**src/rtl/alu_arbiter.sv**
```systemverilog
// alu_arbiter
//   Round-robin arbiter that shares one combinational ALU between two
//   requesters. The FSM runs IDLE -> EXEC -> RESP. In IDLE it grants one
//   valid requester and latches its operands. In EXEC the latched operands
//   drive the external ALU. At the EXEC->RESP edge the ALU outputs are
//   registered, and they are held in RESP until the consumer takes them.
//
// Ports
//   clk, rst                          clock, asynchronous active-high reset
//   reqX_valid / reqX_ready           request handshake for requester X (0/1)
//   reqX_a, reqX_b, reqX_aop, reqX_cin operands, opcode and carry-in
//   alu_a, alu_b, alu_aop, alu_cin    latched operands to the shared ALU
//   alu_result, alu_zero/ovf/cout     combinational ALU outputs
//   rsp_valid / rsp_ready             response handshake
//   rsp_id, rsp_data, rsp_zero/ovf/cout registered response
//   busy                              high whenever the FSM is not in IDLE
module alu_arbiter #(
    parameter int N = 32
) (
    input  logic         clk,
    input  logic         rst,

    input  logic         req0_valid,
    output logic         req0_ready,
    input  logic [N-1:0] req0_a,
    input  logic [N-1:0] req0_b,
    input  logic [2:0]   req0_aop,
    input  logic         req0_cin,

    input  logic         req1_valid,
    output logic         req1_ready,
    input  logic [N-1:0] req1_a,
    input  logic [N-1:0] req1_b,
    input  logic [2:0]   req1_aop,
    input  logic         req1_cin,

    output logic [N-1:0] alu_a,
    output logic [N-1:0] alu_b,
    output logic [2:0]   alu_aop,
    output logic         alu_cin,
    input  logic [N-1:0] alu_result,
    input  logic         alu_zero,
    input  logic         alu_ovf,
    input  logic         alu_cout,

    output logic         rsp_valid,
    input  logic         rsp_ready,
    output logic         rsp_id,
    output logic [N-1:0] rsp_data,
    output logic         rsp_zero,
    output logic         rsp_ovf,
    output logic         rsp_cout,

    output logic         busy
);

    typedef enum logic [1:0] {
        IDLE = 2'd0,
        EXEC = 2'd1,
        RESP = 2'd2
    } state_t;

    state_t state;
    state_t state_nxt;

    logic   last_grant;   // requester granted most recently
    logic   lat_id;       // requester owning the in-flight operation
    logic   grant_id;
    logic   accept;

    // Grant selection: on a tie the requester not granted last wins.
    always_comb begin
        grant_id = 1'b0;
        if (req0_valid && req1_valid) begin
            grant_id = ~last_grant;
        end else if (req1_valid) begin
            grant_id = 1'b1;
        end
    end

    // Ready is gated by rst so nothing handshakes while reset is held.
    assign accept     = (state == IDLE) && !rst && (req0_valid || req1_valid);
    assign req0_ready = accept && !grant_id;
    assign req1_ready = accept &&  grant_id;

    assign busy      = (state != IDLE);
    assign rsp_valid = (state == RESP);

    always_comb begin
        state_nxt = state;
        case (state)
            IDLE:    if (accept) state_nxt = EXEC;
            EXEC:    state_nxt = RESP;
            RESP:    if (rsp_ready) state_nxt = IDLE;
            default: state_nxt = IDLE;
        endcase
    end

    always_ff @(posedge clk or posedge rst) begin
        if (rst) begin
            state <= IDLE;
        end else begin
            state <= state_nxt;
        end
    end

    // Operand latch and grant pointer; both change only on a handshake.
    always_ff @(posedge clk or posedge rst) begin
        if (rst) begin
            alu_a      <= '0;
            alu_b      <= '0;
            alu_aop    <= '0;
            alu_cin    <= 1'b0;
            lat_id     <= 1'b0;
            last_grant <= 1'b1;
        end else if (accept) begin
            alu_a      <= grant_id ? req1_a   : req0_a;
            alu_b      <= grant_id ? req1_b   : req0_b;
            alu_aop    <= grant_id ? req1_aop : req0_aop;
            alu_cin    <= grant_id ? req1_cin : req0_cin;
            lat_id     <= grant_id;
            last_grant <= grant_id;
        end
    end

    // Response capture at the EXEC->RESP edge; held untouched through RESP.
    always_ff @(posedge clk or posedge rst) begin
        if (rst) begin
            rsp_id   <= 1'b0;
            rsp_data <= '0;
            rsp_zero <= 1'b0;
            rsp_ovf  <= 1'b0;
            rsp_cout <= 1'b0;
        end else if (state == EXEC) begin
            rsp_id   <= lat_id;
            rsp_data <= alu_result;
            rsp_zero <= alu_zero;
            rsp_ovf  <= alu_ovf;
            rsp_cout <= alu_cout;
        end
    end

endmodule

```
**config.mk**
```make
export PLATFORM = sky130hd
export DESIGN_NAME = alu_arbiter
export DESIGN_NICKNAME = d
export VERILOG_FILES = /design/src/rtl/alu_arbiter.sv
export SDC_FILE = /design/constraint.sdc
export NUM_CORES = 1
export LEC_CHECK = 0
export CAP_MARGIN = 5
export CORE_UTILIZATION = 35
export DETAILED_ROUTE_END_ITERATION = 7
export HOLD_SLACK_MARGIN = 0.15
export PLACE_DENSITY = 0.75
export SLEW_MARGIN = 15
export SYNTH_ARGS = -nofsm -noshare
export SYNTH_HDL_FRONTEND = slang
export SYNTH_SLANG_ARGS = --single-unit
```
**constraint.sdc**
```tcl
create_clock -name clk -period 7.25 [get_ports clk]
set_clock_uncertainty 0.05 [all_clocks]
set_input_delay 1.45 -clock clk [delete_from_list [all_inputs] [get_ports clk]]
set_output_delay 1.45 -clock clk [all_outputs]
set_load 0.05 [all_outputs]
```
==> results.py, run 1 <==
metrics = {
    "detailed_routing": {
        "drc": 0,
        "vias_per_cell": 5.22,
        "wl_um": 15600,
        "ant_nets": 0,
        "drt_iter0_drc": 223,
        "via_count": 4414,
        "dr.pass1.iters": 4,
        "avgRoutedWirePerCell_um": 18.5,
    },
    "power": {
        "p_leak_uw": 0.00327,
        "ir_drop_mv": 0.237,
        "p_per_area_nw_per_um2": 470,
    },
    "layout": {
        "num-fill-cells": 1124,
        "finalNetCount": 841,
        "syn_to_final_growth_pct": 65.7,
        "diodes": 0,
        "drive_gt1_share_pct": 14.3,
    },
    "synthesis": {
        "synth_area_leaders": "dfrtp_1, a221o_1, mux2_2, nor3_2, nand2_1",
        "yosys_warnings": 0,
        "ys_seq_elements": 108,
        "yosysUniqueCellTypes": 21,
        "synthCells": 407,
        "async_reset_ff_share_pct": 100,
        "yosysMostFrequentCell": "dfrtp_1",
        "yosysTopAreaCell": "dfrtp_1",
        "syn_nets": 583,
        "yosysSeqAreaShare_pct": 55.5,
        "synth-edff-count": 0,
        "synthFlopType": "dfrtp_1",
        "syn_area_per_cell_sq_um": 12.0,
        "synth_area_sq_um": 4870,
        "synthTopCellsByCount": "dfrtp_1, a221o_1, nand2_1, nor3_1, mux2_2",
        "synth_top_area_share_pct": 55.0,
    },
    "timing": {
        "slew_headroom_pct": 32.2,
        "fmax_mhz": 206,
        "setup_viol": 0,
        "worst_pin_slew_ps": 1020,
        "hold_viol": 0,
        "fin_crit_ps": 4860,
        "rsz0062_at_grt": "no",
        "hold_slack_ps": 458,
        "final.setup.tns_ps": 0,
        "drv_slew": 0,
        "finalCritPeriodShare_pct": 67.1,
        "worst_slack_ps": 2390,
    },
    "cts": {
        "hold_buffers": 0,
        "tritoncts": "built",
        "path_clk_slew_ps": 70,
        "post_cts_buffers": 0,
        "clockRootBuffer": "clkbuf_16",
        "cts_buffer_depth": 2,
        "clock_sinks": 108,
        "numCtsBuffers": 9,
        "clk_latency_ps": 340,
        "h-tree-depth": 3,
        "ctsResizeCount": 0,
    },
    "floorplan": {
        "ios": 284,
        "die_h_um": 120,
        "die_area_sq_um": 14400,
        "core_area_sq_um": 13400,
        "die_w_um": 120,
        "row_count": 42,
        "initial_core_util_pct": 36.3,
    },
    "placement": {
        "routabilityCongestion": 0.813,
        "port_buffers": 283,
        "pre_cts_slack_ps": 2390,
        "dp_hpwl_um": 10900,
    },
    "worst_hold_path": {
        "min_path_type": "reg -> reg",
    },
    "job": {
        "drv_cap": 0,
    },
    "global_routing": {
        "grt_pass1_vias": 4642,
        "antenna_found_initial": 0,
        "grt_max_degree": 79,
        "grt_pass1_wl_um": 24600,
        "grt_overflow": 0,
        "grtUsageTotal_pct": 22.1,
    },
    "setup_path": {
        "arrival_ps": 3360,
        "crit_fanout": 4,
        "worstPathRequired_ps": 5750,
        "cp-start-kind": "input pin",
        "worstSetupPathType": "in -> out",
        "cp-end-kind": "output port",
    },
    "run_status": {
        "outcome": "finished clean",
    },
}
[layer usage]
metal	vias up	part of all wire, %	GRT usage [%]
met5	-	0	0
met4	0	4.0	11.8
met3	42	8.1	5.75
met2	209	48	37.5
met1	2135	40	25.6
li1	2028	-	-
[where the power goes]
part	switching (uW)	internal, uW
sequential	163	890
clock	222	305
combinational	1410	809
[kinds of logic (layout without fill, tap and decap cells)]
logic type / after synthesis / count (layout) / share of synthesized area, %
and+or+nand+nor: 145 / 145 / 16.6
DFF: 108 / 108 / 55.5
AOI/OAI and AO/OA: 72 / 72 / 14.6
buffers and inverters: 46 / 309 / 4.96
muxes: 36 / 36 / 8.32
[registers in the layout, summed over array words and instances (netlist names), 2 cells and up]
| name | cells |
|---|---|
| alu_a | 32 |
| alu_aop | 3 |
| alu_b | 32 |
| rsp_data | 32 |
| state | 2 |
[area by class of cell]
type                    count  area, sq um  share of cell area, %
multi-input cells         253         1940                   24.0
clock inverters             5         85.1                   1.05
well taps                 176          220                   2.73
inverters                   4         17.5                  0.217
clock buffers              11          233                   2.88
repair buffers            289         2870                   35.6
flip-flops and latches    108         2700                   33.5
[per-stage QoR]
stage	power, uW	util, %	std cells	cell area, sq um
6_report	3800	60.2	846	8070
3_5_place_dp	3290	57.9	830	7750
3_3_place_gp	3250	57.9	830	7750
2_1_floorplan	2490	-	407	4870
4_1_cts	3830	60.2	846	8070
5_1_grt	3950	60.2	846	8070
[cell usage in the layout, fill, tap and decap left out]
| master | instances |
|---|---|
| nand2_1 | 68 |
| clkinv_4 | 1 |
| a221o_1 | 68 |
| clkbuf_16 | 9 |
| buf_4 | 6 |
| and2b_2 | 1 |
| inv_4 | 1 |
| nor3_2 | 31 |
| nand3_1 | 1 |
| dfstp_2 | 1 |
| o21ai_4 | 1 |
| buf_2 | 1 |
| and4_1 | 1 |
| dfrtp_1 | 107 |
| nand2b_1 | 2 |
| o21ai_0 | 1 |
| inv_6 | 1 |
| clkdlybuf4s50_1 | 282 |
| and3_2 | 1 |
| or3_2 | 1 |
| nor3_1 | 37 |
| or2_2 | 1 |
| o21a_1 | 2 |
| nand2b_2 | 1 |
| bufinv_16 | 2 |
| clkinvlp_4 | 1 |
| clkbuf_1 | 2 |
| inv_1 | 3 |
| mux2_2 | 36 |
[worst paths after layout]
| path | cells after the start | slack (ps) | start | endpoint |
|---|---|---|---|---|
| setup / recovery | 4 | 2390 | rst | req1_ready |
| hold / removal | 1 | 460 | rsp_data[20]$_DFFE_PP0N_ | rsp_data[20]$_DFFE_PP0N_ |
| setup reg to reg | 4 | 4980 | last_grant$_DFFE_PP1P_ | alu_a[10]$_DFFE_PP0P_ |
| hold reg to reg | 1 | 460 | rsp_data[20]$_DFFE_PP0N_ | rsp_data[20]$_DFFE_PP0N_ |
| max in group asynchronous | 3 | 4360 | rst | alu_b[15]$_DFFE_PP0P_ |
| min in group asynchronous | 2 | 1450 | rst | alu_a[4]$_DFFE_PP0P_ |
[critical path, stage by stage]
cell	delay, ps
clkdlybuf4s50_1	480
nor3_2	290
and3_2	280
clkdlybuf4s50_1	850
(Power assumes the default switching activity.)
==> run 2, diff against run 1 <==
==> constraint.sdc (replaced) <==
create_clock -name clk -period 4.8 [get_ports clk]
set_clock_uncertainty 0.05 [all_clocks]
set_input_delay 0.96 -clock clk [delete_from_list [all_inputs] [get_ports clk]]
set_output_delay 0.96 -clock clk [all_outputs]
set_load 0.05 [all_outputs]
==> results.py, run 2 (synthesis results as in run 1) <==
metrics = {
    "power": {
        "seqPwrFrac_pct": 28.0,
        "p_int_uw": 2950,
        "p_per_area_nw_per_um2": 704,
        "pwr-share-comb_pct": 59.1,
        "ir_drop_mv": 0.367,
        "switching_power_uw": 2730,
        "p_leak_uw": 0.00327,
        "switching_share_pct": 48.1,
        "pwr-share-clk_pct": 12.9,
    },
    "floorplan": {
        "die_w_um": 120,
        "initial_core_util_pct": 36.3,
        "row_count": 42,
        "ios": 284,
        "die_h_um": 120,
        "core_area_sq_um": 13400,
        "die_area_sq_um": 14400,
    },
    "cts": {
        "clock_sinks": 108,
        "ctsResizeCount": 0,
        "h-tree-depth": 3,
        "path_clk_slew_ps": 70,
        "clk_latency_ps": 340,
        "numCtsBuffers": 9,
        "post_cts_buffers": 0,
        "tritoncts": "built",
        "hold_buffers": 0,
        "clockRootBuffer": "clkbuf_16",
        "cts_buffer_depth": 2,
    },
    "setup_path": {
        "cp-end-kind": "output port",
        "cp-start-kind": "input pin",
        "cp_num_buf_inv": 2,
        "crit_chain": "clkdlybuf4s50_1 -> nor3_2 -> and3_2 -> clkdlybuf4s50_1",
        "critPathMaxStageDelay_ps": 840,
        "arrival_ps": 2880,
        "worstPathRequired_ps": 3790,
        "worstSetupPathType": "in -> out",
        "crit_family": "buffers and inverters",
        "crit_top_cell": "clkdlybuf4s50_1",
        "reg2reg_setup_slack_ps": 2660,
        "crit_fanout": 4,
        "slowest_stage": "clkdlybuf4s50_1",
    },
    "detailed_routing": {
        "wl_um": 15600,
        "drc": 0,
        "vias_per_cell": 5.29,
        "via_count": 4477,
        "ant_nets": 0,
        "drt_iter0_drc": 256,
        "dr.pass1.iters": 7,
        "avgRoutedWirePerCell_um": 18.4,
    },
    "layout": {
        "mostFrequentLayoutCells": "clkdlybuf4s50_1, dfrtp_1, nand2_1, a221o_1, nor3_1",
        "finalNetCount": 842,
        "diodes": 0,
        "num-fill-cells": 1120,
        "fin_cells": 847,
        "syn_to_final_growth_pct": 65.6,
        "drive_gt1_share_pct": 14.8,
        "reg.largest.list": "alu_a x32, alu_b x32, rsp_data x32",
        "final-seq-area_sq_um": 2700,
        "multiInputGateArea_sq_um": 1940,
        "layout_commonest_cell": "clkdlybuf4s50_1",
    },
    "worst_hold_path": {
        "min_path_type": "reg -> reg",
    },
    "timing": {
        "fmax_mhz": 257,
        "rsz0062_at_grt": "no",
        "slew_headroom_pct": 32.8,
        "hold_slack_ps": 454,
        "finalCritPeriodShare_pct": 81.1,
        "hold_viol": 0,
        "final.setup.tns_ps": 0,
        "worst_pin_slew_ps": 1010,
        "setup_viol": 0,
        "fin_crit_ps": 3890,
        "drv_slew": 0,
    },
    "job": {
        "drv_cap": 0,
    },
    "global_routing": {
        "grt_overflow": 0,
        "grt_pass1_vias": 4636,
        "grtUsageTotal_pct": 21.9,
        "antenna_found_initial": 0,
        "grt_max_degree": 83,
        "grt_pass1_wl_um": 24400,
    },
    "placement": {
        "dp_hpwl_um": 10900,
        "port_buffers": 283,
        "dp_cells": 831,
        "routabilityCongestion": 0.790,
    },
    "run_status": {
        "outcome": "finished clean",
    },
}
==> run 2: path summary, 6_finish.rpt <==
kind / start / end / depth (start not counted)
max in group asynchronous: rst / alu_a[6]$_DFFE_PP0P_ / 3
min reg2reg: rsp_data[5]$_DFFE_PP0N_ / rsp_data[5]$_DFFE_PP0N_ / 1
max reg2reg: state[0]$_DFFE_PP0P_ / alu_a[5]$_DFFE_PP0P_ / 4
min in group asynchronous: rst / alu_b[30]$_DFFE_PP0P_ / 2
max: rst / req1_ready / 4
min: rsp_data[5]$_DFFE_PP0N_ / rsp_data[5]$_DFFE_PP0N_ / 1
==> run 2: through the flow <==
step	worst slack, ps	power (uW)	utilization, %	cell area (sq um)
global route	786	5910	60.2	8070
global placement	930	4920	58.0	7770
CTS	907	5730	60.2	8070
detailed placement	918	4970	58.0	7770
floorplan	946	3760	-	4870
finish	909	5680	60.2	8070
==> run 2: layout make-up <==
| type | count | area share [%] |
|---|---|---|
| inverter | 4 | 0.217 |
| tap | 176 | 2.73 |
| sequential | 108 | 33.5 |
| clock inverter | 6 | 0.667 |
| multi-input combinational | 253 | 24.0 |
| clock buffer | 10 | 2.96 |
| timing repair buffer | 290 | 35.9 |
==> run 2: power groups by stage <==
stage / clock network [uW] / logic (uW) / registers [uW]
floorplan: 0 / 689 / 3070
global placement: 0 / 3340 / 1580
detailed placement: 0 / 3370 / 1600
CTS: 756 / 3380 / 1590
global route: 790 / 3470 / 1640
finish: 734 / 3360 / 1590
==> run 2: per-layer routing <==
| metal | global-route usage (%) | vias to the layer above | share of wire, % |
|---|---|---|---|
| met2 | 37.0 | 211 | 50 |
| met4 | 9.69 | 0 | 3.0 |
| met1 | 26.1 | 2195 | 39 |
| li1 | - | 2038 | - |
| met3 | 5.42 | 33 | 8.0 |
| met5 | 0 | - | 0 |
==> run 3, diff against run 2 <==
==> constraint.sdc (replaced) <==
create_clock -name clk -period 3.6 [get_ports clk]
set_clock_uncertainty 0.05 [all_clocks]
set_input_delay 0.72 -clock clk [delete_from_list [all_inputs] [get_ports clk]]
set_output_delay 0.72 -clock clk [all_outputs]
set_load 0.05 [all_outputs]
==> results.py, run 3 (synthesis results as in run 1) <==
metrics = {
    "power": {
        "switching_power_uw": 3620,
        "p_per_area_nw_per_um2": 937,
        "pwr-share-clk_pct": 13.3,
        "p_int_uw": 4010,
        "p_leak_uw": 0.00331,
        "seqPwrFrac_pct": 28.1,
        "ir_drop_mv": 0.495,
        "switching_share_pct": 47.4,
        "pwr-share-comb_pct": 58.6,
    },
    "global_routing": {
        "grtUsageTotal_pct": 21.4,
        "grt_pass1_vias": 4514,
        "antenna_found_initial": 0,
        "grt_overflow": 0,
        "grt_pass1_wl_um": 23800,
        "grt_max_degree": 69,
    },
    "cts": {
        "cts_buffer_depth": 2,
        "clockRootBuffer": "clkbuf_16",
        "h-tree-depth": 3,
        "hold_buffers": 0,
        "tritoncts": "built",
        "clock_sinks": 108,
        "post_cts_buffers": 0,
        "numCtsBuffers": 9,
        "path_clk_slew_ps": 70,
        "ctsResizeCount": 0,
        "clk_latency_ps": 340,
    },
    "timing": {
        "worst_slack_ps": 835,
        "hold_viol": 0,
        "drv_slew": 0,
        "final.setup.tns_ps": 0,
        "slew_headroom_pct": 41.1,
        "rsz0062_at_grt": "no",
        "finalCritPeriodShare_pct": 76.8,
        "worst_pin_slew_ps": 883,
        "fin_crit_ps": 2760,
        "hold_slack_ps": 455,
        "setup_viol": 0,
        "fmax_mhz": 362,
    },
    "setup_path": {
        "endpoint": "req0_ready",
        "r2r_end": "alu_b[29]$_DFFE_PP0P_",
        "cp-start-kind": "input pin",
        "cp_num_buf_inv": 3,
        "crit_fanout": 4,
        "crit-reg2reg-launch": "state[0]$_DFFE_PP0P_",
        "reg2reg_setup_slack_ps": 1450,
        "arrival_ps": 1990,
        "cp-end-kind": "output port",
        "worstPathRequired_ps": 2830,
        "crit_family": "buffers and inverters",
        "slowest_stage": "clkdlybuf4s50_1",
        "critical_path_depth": 5,
        "worstSetupPathType": "in -> out",
        "critPathMaxStageDelay_ps": 480,
        "r2r_cells": 4,
        "crit_chain": "clkdlybuf4s50_1 -> nor3_2 -> nand3_1 -> inv_1 -> buf_4",
        "setup.worst_path.start": "rst",
    },
    "placement": {
        "dp_hpwl_um": 11000,
        "port_buffers": 283,
        "routabilityCongestion": 0.774,
        "dp_cells": 833,
        "pre_cts_slack_ps": 756,
    },
    "detailed_routing": {
        "wl_um": 15500,
        "avgRoutedWirePerCell_um": 18.3,
        "dr.pass1.iters": 4,
        "vias_per_cell": 5.15,
        "drt_iter0_drc": 313,
        "drc": 0,
        "ant_nets": 0,
        "via_count": 4373,
    },
    "floorplan": {
        "row_count": 42,
        "die_w_um": 120,
        "core_area_sq_um": 13400,
        "die_area_sq_um": 14400,
        "initial_core_util_pct": 36.3,
        "die_h_um": 120,
        "ios": 284,
    },
    "layout": {
        "num-fill-cells": 1097,
        "diodes": 0,
        "fin_util_pct": 60.8,
        "reg.largest.list": "alu_a x32, alu_b x32, rsp_data x32",
        "fin_cells": 849,
        "mostFrequentLayoutCells": "clkdlybuf4s50_1, dfrtp_1, nand2_1, a221o_1, nor3_1",
        "finalNetCount": 844,
        "layout_commonest_cell": "clkdlybuf4s50_1",
        "drive_gt1_share_pct": 15.3,
        "syn_to_final_growth_pct": 67.2,
    },
    "worst_hold_path": {
        "holdPathStages": 1,
        "min_path_type": "reg -> reg",
    },
    "run_status": {
        "outcome": "finished clean",
    },
    "job": {
        "drv_cap": 0,
    },
}
-- run 3: cell types whose count changed in the layout (fill, tap and decap cells not counted) --
cell | before | now
inv_4 | 1 | 0
inv_8 | 1 | 0
and2b_4 | 0 | 1
clkinv_2 | 0 | 1
buf_12 | 1 | 5
clkinv_4 | 1 | 2
and2b_2 | 1 | 0
inv_6 | 3 | 2
clkdlybuf4s50_1 | 282 | 280
bufinv_16 | 0 | 1
-- run 3: layout make-up --
cell class                 count  area, sq um  area share [%]
clock inverter                 6         70.1           0.860
tap                          176          220            2.70
multi-input combinational    253         1940            23.8
clock buffer                  10          239            2.93
sequential                   108         2700            33.2
inverter                       4         18.8           0.230
timing repair buffer         292         2950            36.3
-- run 3: worst min-delay path by stage --
stage,startpoint,endpoint
final,rsp_data[28]$_DFFE_PP0N_,rsp_data[28]$_DFFE_PP0N_
after global routing,rsp_cout$_DFFE_PP0N_,rsp_cout$_DFFE_PP0N_
after CTS,rsp_data[16]$_DFFE_PP0N_,rsp_data[16]$_DFFE_PP0N_
after detailed placement,rsp_cout$_DFFE_PP0N_,rsp_cout$_DFFE_PP0N_
after global placement,lat_id$_DFFE_PP0P_,lat_id$_DFFE_PP0P_
after floorplan,lat_id$_DFFE_PP0P_,lat_id$_DFFE_PP0P_
-- run 3: worst register-to-register path: stages (launching register included) --
cell	delay [ps]
dfrtp_1	430
nor3_2	370
and3_2	300
buf_4	610
a221o_1	330
-- run 3: power groups by stage --
| stage | clock network, uW | logic [uW] | registers (uW) |
|---|---|---|---|
| after CTS | 1040 | 4500 | 2150 |
| after detailed placement | 0 | 4500 | 2150 |
| after floorplan | 0 | 918 | 4090 |
| final | 1010 | 4470 | 2150 |
| after global routing | 1090 | 4620 | 2220 |
| after global placement | 0 | 4440 | 2130 |
-- run 3: per-layer routing --
metal	routed length (um)	share of wire (%)	up-vias	global-route usage, %
met1	6180	40	2093	25.9
met2	7660	49	214	36.2
met5	0	0	-	0
met3	1220	7.9	29	5.04
met4	458	3.0	0	9.06
li1	-	-	2037	-
-- run 3: stage by stage --
stage | power, uW | instance area, sq um
final | 7630 | 8140
after global routing | 7930 | 8140
after CTS | 7690 | 8140
after detailed placement | 6650 | 7840
after global placement | 6580 | 7840
after floorplan | 5010 | 4870
